File: src/rtl/cpu_pkg.sv
// Shared types and encodings for the accumulator CPU control path.
package cpu_pkg;

  typedef enum logic [3:0] {
    S_IDLE, S_FETCH1, S_FETCH2, S_DECODE, S_EXEC_RD, S_EXEC_ALU,
    S_EXEC_WR, S_EXEC_JMP, S_EXEC_INC, S_EXEC_CLR, S_HALT
  } state_t;

  localparam logic [3:0] OP_NOP   = 4'd0;
  localparam logic [3:0] OP_LDAC  = 4'd1;
  localparam logic [3:0] OP_STAC  = 4'd2;
  localparam logic [3:0] OP_ADD   = 4'd3;
  localparam logic [3:0] OP_SUB   = 4'd4;
  localparam logic [3:0] OP_JMP   = 4'd5;
  localparam logic [3:0] OP_JMPZ  = 4'd6;
  localparam logic [3:0] OP_INCAC = 4'd7;
  localparam logic [3:0] OP_CLAC  = 4'd8;
  localparam logic [3:0] OP_HALT  = 4'd15;

  localparam logic [2:0] BUS_NONE = 3'd0;
  localparam logic [2:0] BUS_PC   = 3'd1;
  localparam logic [2:0] BUS_IR   = 3'd2;
  localparam logic [2:0] BUS_DR   = 3'd3;
  localparam logic [2:0] BUS_AC   = 3'd4;
  localparam logic [2:0] BUS_MEM  = 3'd5;

  localparam logic [1:0] ALU_PASS = 2'd0;
  localparam logic [1:0] ALU_ADD  = 2'd1;
  localparam logic [1:0] ALU_SUB  = 2'd2;
  localparam logic [1:0] ALU_ZERO = 2'd3;

endpackage

File: src/rtl/control_sequencer_if.sv
// Sequencer <-> datapath/memory signal bundle; master is the sequencer side.
interface control_sequencer_if #(parameter int OPW = 4, parameter int BSW = 3);
  logic [OPW-1:0] opcode;
  logic           z_flag;
  logic           mem_ready;
  logic           pc_write, pc_inc, ar_write, ir_write, dr_write;
  logic           ac_write, ac_inc;
  logic [BSW-1:0] bus_sel;
  logic [1:0]     alu_op;
  logic           mem_rd, mem_wr, halted;

  modport master (
    input  opcode, z_flag, mem_ready,
    output pc_write, pc_inc, ar_write, ir_write, dr_write, ac_write, ac_inc,
           bus_sel, alu_op, mem_rd, mem_wr, halted
  );

  modport slave (
    output opcode, z_flag, mem_ready,
    input  pc_write, pc_inc, ar_write, ir_write, dr_write, ac_write, ac_inc,
           bus_sel, alu_op, mem_rd, mem_wr, halted
  );
endinterface

File: src/rtl/control_sequencer_opcode_decoder.sv
// Combinational opcode decode: DECODE successor state and EXEC_ALU alu_op.
module opcode_decoder
  import cpu_pkg::*;
#(
  parameter int OPW = 4
) (
  input  logic [OPW-1:0] opcode,
  input  logic           z_flag,
  output state_t         next_state,
  output logic [1:0]     alu_op
);

  always_comb begin
    next_state = S_FETCH1;
    alu_op     = ALU_PASS;
    case (opcode)
      OP_LDAC:  next_state = S_EXEC_RD;
      OP_ADD:   begin next_state = S_EXEC_RD; alu_op = ALU_ADD; end
      OP_SUB:   begin next_state = S_EXEC_RD; alu_op = ALU_SUB; end
      OP_STAC:  next_state = S_EXEC_WR;
      OP_JMP:   next_state = S_EXEC_JMP;
      OP_JMPZ:  next_state = z_flag ? S_EXEC_JMP : S_FETCH1;
      OP_INCAC: next_state = S_EXEC_INC;
      OP_CLAC:  next_state = S_EXEC_CLR;
      OP_HALT:  next_state = S_HALT;
      // NOP and the unassigned opcodes all fall back to fetching
      default:  next_state = S_FETCH1;
    endcase
  end

endmodule

File: src/rtl/control_sequencer.sv
// Fetch/decode/execute sequencer for the 16-bit accumulator CPU.
// Define INSTR_COUNT_EN to add the instr_count output (instructions decoded).
module control_sequencer
  import cpu_pkg::*;
#(
  parameter int OPW = 4,
  parameter int BSW = 3
) (
  input  logic                clk,
  input  logic                rst,
  input  logic                start,
  control_sequencer_if.master cs
`ifdef INSTR_COUNT_EN
  ,
  output logic [15:0]         instr_count
`endif
);

  state_t     state, state_nx, dec_nx;
  logic [1:0] dec_alu, alu_op;
  logic [2:0] bus_sel;
  logic       pc_write, pc_inc, ar_write, ir_write, dr_write;
  logic       ac_write, ac_inc, mem_rd, mem_wr, halted;

  opcode_decoder #(.OPW(OPW)) u_dec (
    .opcode     (cs.opcode),
    .z_flag     (cs.z_flag),
    .next_state (dec_nx),
    .alu_op     (dec_alu)
  );

  always_ff @(posedge clk) begin
    if (rst) state <= S_IDLE;
    else     state <= state_nx;
  end

  always_comb begin
    state_nx = state;
    pc_write = 1'b0; pc_inc   = 1'b0; ar_write = 1'b0;
    ir_write = 1'b0; dr_write = 1'b0;
    ac_write = 1'b0; ac_inc   = 1'b0;
    mem_rd   = 1'b0; mem_wr   = 1'b0; halted   = 1'b0;
    bus_sel  = BUS_NONE;
    alu_op   = ALU_PASS;
    case (state)
      S_IDLE:   if (start) state_nx = S_FETCH1;
      S_FETCH1: begin bus_sel = BUS_PC; ar_write = 1'b1; state_nx = S_FETCH2; end
      S_FETCH2: begin
        mem_rd  = 1'b1;
        bus_sel = BUS_MEM;
        if (cs.mem_ready) begin
          ir_write = 1'b1;
          pc_inc   = 1'b1;
          state_nx = S_DECODE;
        end
      end
      // AR picks up the operand address for every opcode; unused ones ignore it
      S_DECODE: begin bus_sel = BUS_IR; ar_write = 1'b1; state_nx = dec_nx; end
      S_EXEC_RD: begin
        mem_rd  = 1'b1;
        bus_sel = BUS_MEM;
        if (cs.mem_ready) begin
          dr_write = 1'b1;
          state_nx = S_EXEC_ALU;
        end
      end
      S_EXEC_ALU: begin
        bus_sel  = BUS_DR;
        ac_write = 1'b1;
        alu_op   = dec_alu;
        state_nx = S_FETCH1;
      end
      S_EXEC_WR: begin
        mem_wr  = 1'b1;
        bus_sel = BUS_AC;
        if (cs.mem_ready) state_nx = S_FETCH1;
      end
      S_EXEC_JMP: begin bus_sel = BUS_IR; pc_write = 1'b1; state_nx = S_FETCH1; end
      S_EXEC_INC: begin ac_inc = 1'b1; state_nx = S_FETCH1; end
      S_EXEC_CLR: begin alu_op = ALU_ZERO; ac_write = 1'b1; state_nx = S_FETCH1; end
      S_HALT:     halted = 1'b1;
      default:    state_nx = S_IDLE;
    endcase
  end

  assign cs.pc_write = pc_write;
  assign cs.pc_inc   = pc_inc;
  assign cs.ar_write = ar_write;
  assign cs.ir_write = ir_write;
  assign cs.dr_write = dr_write;
  assign cs.ac_write = ac_write;
  assign cs.ac_inc   = ac_inc;
  assign cs.bus_sel  = BSW'(bus_sel);
  assign cs.alu_op   = alu_op;
  assign cs.mem_rd   = mem_rd;
  assign cs.mem_wr   = mem_wr;
  assign cs.halted   = halted;

`ifdef INSTR_COUNT_EN
  // ir_write is already qualified by mem_ready, so this counts DECODE entries
  always_ff @(posedge clk) begin
    if (rst)           instr_count <= 16'd0;
    else if (ir_write) instr_count <= instr_count + 16'd1;
  end
`endif

endmodule

File: src/flat_wrapper.sv
// flat-port wrapper written by rule: the top's interface ports become plain ports
module control_sequencer_flat import cpu_pkg::*;
#(
  parameter int OPW = 4,
  parameter int BSW = 3
)
  (clk, rst, start, cs_opcode, cs_z_flag, cs_mem_ready, cs_pc_write, cs_pc_inc, cs_ar_write, cs_ir_write, cs_dr_write, cs_ac_write, cs_ac_inc, cs_bus_sel, cs_alu_op, cs_mem_rd, cs_mem_wr, cs_halted);
  control_sequencer_if #(.OPW(OPW), .BSW(BSW)) cs_i ();
  input  logic clk;
  input  logic rst;
  input  logic start;
  input wire logic [$bits(cs_i.opcode)-1:0] cs_opcode;
  input wire logic [$bits(cs_i.z_flag)-1:0] cs_z_flag;
  input wire logic [$bits(cs_i.mem_ready)-1:0] cs_mem_ready;
  output wire logic [$bits(cs_i.pc_write)-1:0] cs_pc_write;
  output wire logic [$bits(cs_i.pc_inc)-1:0] cs_pc_inc;
  output wire logic [$bits(cs_i.ar_write)-1:0] cs_ar_write;
  output wire logic [$bits(cs_i.ir_write)-1:0] cs_ir_write;
  output wire logic [$bits(cs_i.dr_write)-1:0] cs_dr_write;
  output wire logic [$bits(cs_i.ac_write)-1:0] cs_ac_write;
  output wire logic [$bits(cs_i.ac_inc)-1:0] cs_ac_inc;
  output wire logic [$bits(cs_i.bus_sel)-1:0] cs_bus_sel;
  output wire logic [$bits(cs_i.alu_op)-1:0] cs_alu_op;
  output wire logic [$bits(cs_i.mem_rd)-1:0] cs_mem_rd;
  output wire logic [$bits(cs_i.mem_wr)-1:0] cs_mem_wr;
  output wire logic [$bits(cs_i.halted)-1:0] cs_halted;
  assign cs_i.opcode = cs_opcode;
  assign cs_i.z_flag = cs_z_flag;
  assign cs_i.mem_ready = cs_mem_ready;
  assign cs_pc_write = cs_i.pc_write;
  assign cs_pc_inc = cs_i.pc_inc;
  assign cs_ar_write = cs_i.ar_write;
  assign cs_ir_write = cs_i.ir_write;
  assign cs_dr_write = cs_i.dr_write;
  assign cs_ac_write = cs_i.ac_write;
  assign cs_ac_inc = cs_i.ac_inc;
  assign cs_bus_sel = cs_i.bus_sel;
  assign cs_alu_op = cs_i.alu_op;
  assign cs_mem_rd = cs_i.mem_rd;
  assign cs_mem_wr = cs_i.mem_wr;
  assign cs_halted = cs_i.halted;
  control_sequencer #(.OPW(OPW), .BSW(BSW)) u_core (.clk(clk), .rst(rst), .start(start), .cs(cs_i));
endmodule
File: config.mk
export PLATFORM = sky130hd
export DESIGN_NAME = control_sequencer_flat
export DESIGN_NICKNAME = d
export VERILOG_FILES = /design/src/rtl/cpu_pkg.sv /design/src/rtl/control_sequencer_if.sv /design/src/rtl/control_sequencer_opcode_decoder.sv /design/src/rtl/control_sequencer.sv /design/src/flat_wrapper.sv
export SDC_FILE = /design/constraint.sdc
export NUM_CORES = 1
export LEC_CHECK = 0
export ABC_AREA = 1
export ABC_CLOCK_PERIOD_IN_PS = 1600
export BUFFER_PORTS_ARGS = -buffer_cell sky130_fd_sc_hd__clkbuf_2
export CAP_MARGIN = 20
export CORE_AREA = 4 4 41 43
export DETAILED_ROUTE_END_ITERATION = 6
export DIE_AREA = 0 0 45 47
export GPL_ROUTABILITY_DRIVEN = 0
export PLACE_DENSITY = 0.68
export SYNTH_ARGS = -nofsm -noshare
export SYNTH_HDL_FRONTEND = slang
export SYNTH_SLANG_ARGS = --single-unit
File: constraint.sdc
create_clock -name clk -period 1.6 [get_ports clk]
set_input_delay 0.32 -clock clk [delete_from_list [all_inputs] [get_ports clk]]
set_output_delay 0.32 -clock clk [all_outputs]
set_load 0.02 [all_outputs]
* Word-level counts from Yosys, hierarchy flattened *
Cells that the tools add are included.

storage, ports and cells
  flip-flop bits (word level) = 4
  input port bits = 9
  output and inout bits = 15
  word-level logic and storage cells = 53

operators by class
  equal/unequal tests = 23
  multiplexer cells = 20
  bitwise gates (word level) = 1
  reduce and logical (&&, ||, !) cells = 8

operator list
  kind                  count
  $eq A4 B3 Y1 const B  8
  $pmux W4 S8           1
  $pmux W4 S7           1
  $eq A4 B4 Y1 const B  5
  $eq A4 B2 Y1 const B  4
  $mux W4               4
  $pmux W3 S5           1
  $mux W1               10
  $eq A4 B1 Y1 const B  2
  $ne A2 B2 Y1 const B  4
  $pmux W2 S2           2
  $reduce_or A2 Y1      4
  $reduce_and A5 Y1     1
  $logic_not A4 Y1      1
  $reduce_or A4 Y1      1
  $mux W3               1
  $reduce_or A3 Y1      1
  $not A1 Y1            1

* Longest topological paths before layout *
  depth after elaboration = 4
  gate-level depth with buffers = 9
  gate-level depth less buffers = 9

* Cells and area by module *
From an unflattened synthesis, not the netlist that was laid out.

unflattened totals
  cells, all modules = 104
  area, all modules = 566.8 um^2

modules (own cells, without submodules)
  module             instances  cells each  area an instance (um^2)  seq. area each (um^2)
  control_sequencer  1          71          426.7                    80.1
  opcode_decoder     1          33          140.1                    0.0

* Least setup slack after synthesis *
No wires, ideal clock.

  kind = register to output
  start = register u_core.state[2]
  end = output cs_alu_op[0]
  arrival time = 1,229 ps
  required time = 1,280 ps
  path slack = 51 ps
  cell stages (with the launch flop) = 6
  buffers on the path = 1
  cell sequence = dfxtp_1 > buf_6 > inv_1 > nor2_1 > nand2_1 > o31ai_1

on the way
  cells in the longest elaborated chain, start to end = 2
  elaborated cells between the ends (all ways) = 3
  classes of those cells = eq/ne (2); mux (1)

ends and longest elaborated chain
  element                                       RTL line                 text
  from (decl)                                   control_sequencer.sv:19  state_t state, state_nx, dec_nx;
  from (signal assigned)                        control_sequencer.sv:34  else state <= state_nx;
  $eq A4 B4 Y1 or $eq A4 B3 Y1 (tied branches)  control_sequencer.sv:45  case (state)
  $pmux W2 S2 (*)                               control_sequencer.sv:45
  to (decl)                                     flat_wrapper.sv:23       output wire logic [$bits(cs_i.alu_op)-1:0] cs_alu_op;

Every way passes the cells marked *; elsewhere a longest branch is shown, timed or not.

* Worst setup path after layout *
  start = register u_core.state[2]
  end = output cs_bus_sel[0]

on the way
  cells in the longest elaborated chain, start to end = 3
  elaborated cells between the ends (all ways) = 10
  classes of those cells = eq/ne (7); mux (1); reduce/logical (2)

ends and longest elaborated chain
  element                                       RTL line                 text
  $eq A4 B3 Y1 or $eq A4 B2 Y1 (tied branches)  control_sequencer.sv:45
  $reduce_or A2 Y1 (no source line)             -
  $pmux W3 S5 (*)                               control_sequencer.sv:45
  to (decl)                                     flat_wrapper.sv:22       output wire logic [$bits(cs_i.bus_sel)-1:0] cs_bus_sel;

Marked as above.

==> out/summary.txt <==
Detailed-route wire length -> 1350 um
CTS tree -> done
Largest registers -> u_core.state (4)
Std cell rows -> 13
Critical path, cell by cell -> inv_1, nor2_4, inv_2, nor2_2, nor2_1, o21ai_0, buf_4
Number of failing hold endpoints at the final stage -> 0
Fraction of the cycle the final worst path needs -> 0.972
Max-slew violation count -> 0
Commonest non-fill, non-tap cell in the layout -> nand2_1
Finished Core Util -> 0.571
Initial Utilization -> 0.391
Layout cells sized above 1 -> 0.492
Vias after detailed routing -> 658
CP top delay family -> flip-flops
Largest net degree at the start of global routing -> 7
Overflow left after global routing -> 0
Floorplan Core Area -> 1300 um^2
Max reg flops -> 4
IO Count -> 24
Synthesis-stage register bit count -> 4
Register with the most flip-flops -> u_core.state
Clk_lat worst skew -> 230 ps
Number of detailed-routing iterations run before antenna repair -> 4
Crit path arrival time -> 1240 ps
Max transition margin -> 0.789
Share of Yosys cell area claimed by the top area cell type -> 0.170
Largest stage delay on the critical path -> 330 ps
Top fanout value on the critical path -> 3
Largest area contributor in the netlist -> nand2_1
Slew at the pin closest to its max-slew limit -> 314 ps
Total CTS buffers -> 3
Die span in y -> 47 um
Count of nets left with antenna violations after detail routing -> 0
Sequential cell area fraction in the yosys report -> 0.157
First-pass GRT wire length -> 2250 um
Maximum level of the CTS H-tree -> 1
Estimated wirelength of the detail-placed design -> 1140 um
Reported leakage power -> 0.429 nW
Most frequent cells in the layout -> nand2_1 (21), clkbuf_2 (20), inv_1 (14)
Total power density per cell area -> 651 nW/um^2
Hold/Removal Path Class -> input pin to flop
Clock tree skew after final layout -> 4.58 ps
Total GRT Usage -> 0.144
Mapped Area -> 509 um^2
Register-to-register setup slack -> 330 ps
Count of cell types in the netlist -> 21
Launch instance of the worst register-to-register path -> u_core.state[3]$_SDFFE_PP0P_
Post-DR wirelength/cell -> 9.83 um
Critical path capture point type -> output port
Number of clock sinks -> 4
Synthesis-to-finish area growth -> 45.9%
Summed negative setup slack over all endpoints -> 0 ps
Number of cells traversed by the worst register-to-register path -> 6
Largest cells by area after synthesis -> nand2_1 (17%), dfxtp_1 (16%), inv_1 (12%), nor2_1 (8.8%), nand3_1 (5.9%)
Max-cap violations -> 0
Antenna violations before repair -> 0
Category of the worst setup path launch point -> flop
Clock-pin slew on the worst setup and hold paths -> 40 ps
Instance count after placement with tap cells included -> 131
Count of buffering cells on the critical path with inverters included -> 3
Chip width -> 45 um
Number of design rule violations left after detail routing -> 0
WS Path Type -> flop to output port
Post-synthesis average cell area -> 5.60 um^2
Final total power -> 484 uW
Net count after synthesis -> 100
Number of global-route vias before repair -> 573
Net count of the finished layout -> 133
Diodes inserted -> 0
Number of I/O port buffers -> 23
Maximum vdd drop -> 0.000337 V
Number of DRC markers after the initial detailed-route iteration -> 8
End of the worst register-to-register path -> u_core.state[1]$_SDFFE_PP0P_
Yosys warning count -> 0
Hold path cells -> 2
Library cell contributing the largest single delay on the critical path -> dfxtp_2
Clock tree root driver cell -> clkbuf_4
Max Fclk -> 643 MHz
Gate Count Post-Synth -> 91
Buffer depth of the longest clock path -> 2
Min-Delay Endpoint -> u_core.state[1]$_SDFFE_PP0P_
Full die area -> 2120 um^2
Result of the run -> finished clean
Clock period minus worst slack -> 1560 ps
Worst hold path startpoint -> rst
Worst endpoint required time -> 1280 ps
Per-cell via count in the routed design -> 4.80
Number of endpoints failing setup at the final stage -> 0
RSZ-0062 raised after global routing -> yes
Non-filler cells in the finished layout -> 137
## stage by stage
stage / hold slack, ps / worst slack [ps] / area [um^2]
after detailed placement: 521 / 117 / 654
final: 278 / 44.1 / 743
after global placement: 522 / 126 / 654
after global routing: 279 / -70.8 / 743
after floorplan: 382 / 50.7 / 509
after CTS: 271 / 6.25 / 719
## cells in the mapped netlist
cell	number
nand3_1	6
nand3_2	1
nand4_1	1
nand2_1	23
nand2_2	2
inv_1	16
a21oi_1	2
o21ai_2	1
o31ai_1	2
inv_2	2
nor4_4	1
o21ai_0	3
a21oi_2	2
nor2_2	4
nor3_2	1
dfxtp_1	4
buf_6	1
nor2_1	12
nor3_1	5
o21ai_1	1
buf_4	1
## worst max-delay path by stage
stage                                 start       endpoint  cells past startpoint
6_report       u_core.state[2]$_SDFFE_PP0P_  cs_bus_sel[0]                      7
5_1_grt        u_core.state[2]$_SDFFE_PP0P_   cs_alu_op[1]                      5
4_1_cts        u_core.state[0]$_SDFFE_PP0P_   cs_alu_op[0]                      5
3_5_place_dp   u_core.state[1]$_SDFFE_PP0P_  cs_bus_sel[0]                      7
3_3_place_gp   u_core.state[1]$_SDFFE_PP0P_  cs_bus_sel[0]                      7
2_1_floorplan  u_core.state[2]$_SDFFE_PP0P_   cs_alu_op[0]                      5
## what timing repair did
| item | 4_1_cts | 5_1_grt |
|---|---|---|
| setup endpoints to repair | 7 | 8 |
| pin swaps | 1 | 4 |
| cloned | 0 | 0 |
| gates resized for setup | 13 | 9 |
| buffers inserted | 2 | 1 |
| hold buffers | 0 | 0 |
## per-layer routing
| metal | wire length, um | global-route usage | vias up |
|---|---|---|---|
| li1 | - | - | 348 |
| met3 | 106 | 0.0383 | 0 |
| met4 | 0 | 0.0643 | 0 |
| met1 | 573 | 0.179 | 288 |
| met2 | 666 | 0.234 | 22 |
| met5 | 0 | 0 | - |
## final cells by class
type                    count  area [um^2]
clock buffers               3         22.5
flip-flops and latches      4         87.6
inverters                  18         70.1
fillers                   136          558
well taps                  15         18.8
repair buffers             30          176
multi-input cells          67          368
## where the power goes
| group | internal, mW | total (mW) | leakage [nW] | switching [mW] |
|---|---|---|---|---|
| logic | 0.0851 | 0.236 | 0.381 | 0.151 |
| registers | 0.112 | 0.126 | 0.0346 | 0.0144 |
| clock network | 0.0837 | 0.122 | 0.0138 | 0.0380 |
| total | 0.281 | 0.484 | 0.429 | 0.204 |
## cell families after synthesis
logic type / count (synthesis) / share of synthesized area
AOI/OAI and AO/OA: 11 / 0.140
buffers and inverters: 20 / 0.170
DFF: 4 / 0.157
and+or+nand+nor: 56 / 0.533
No activity file was read; power rests on OpenSTA's default activity.
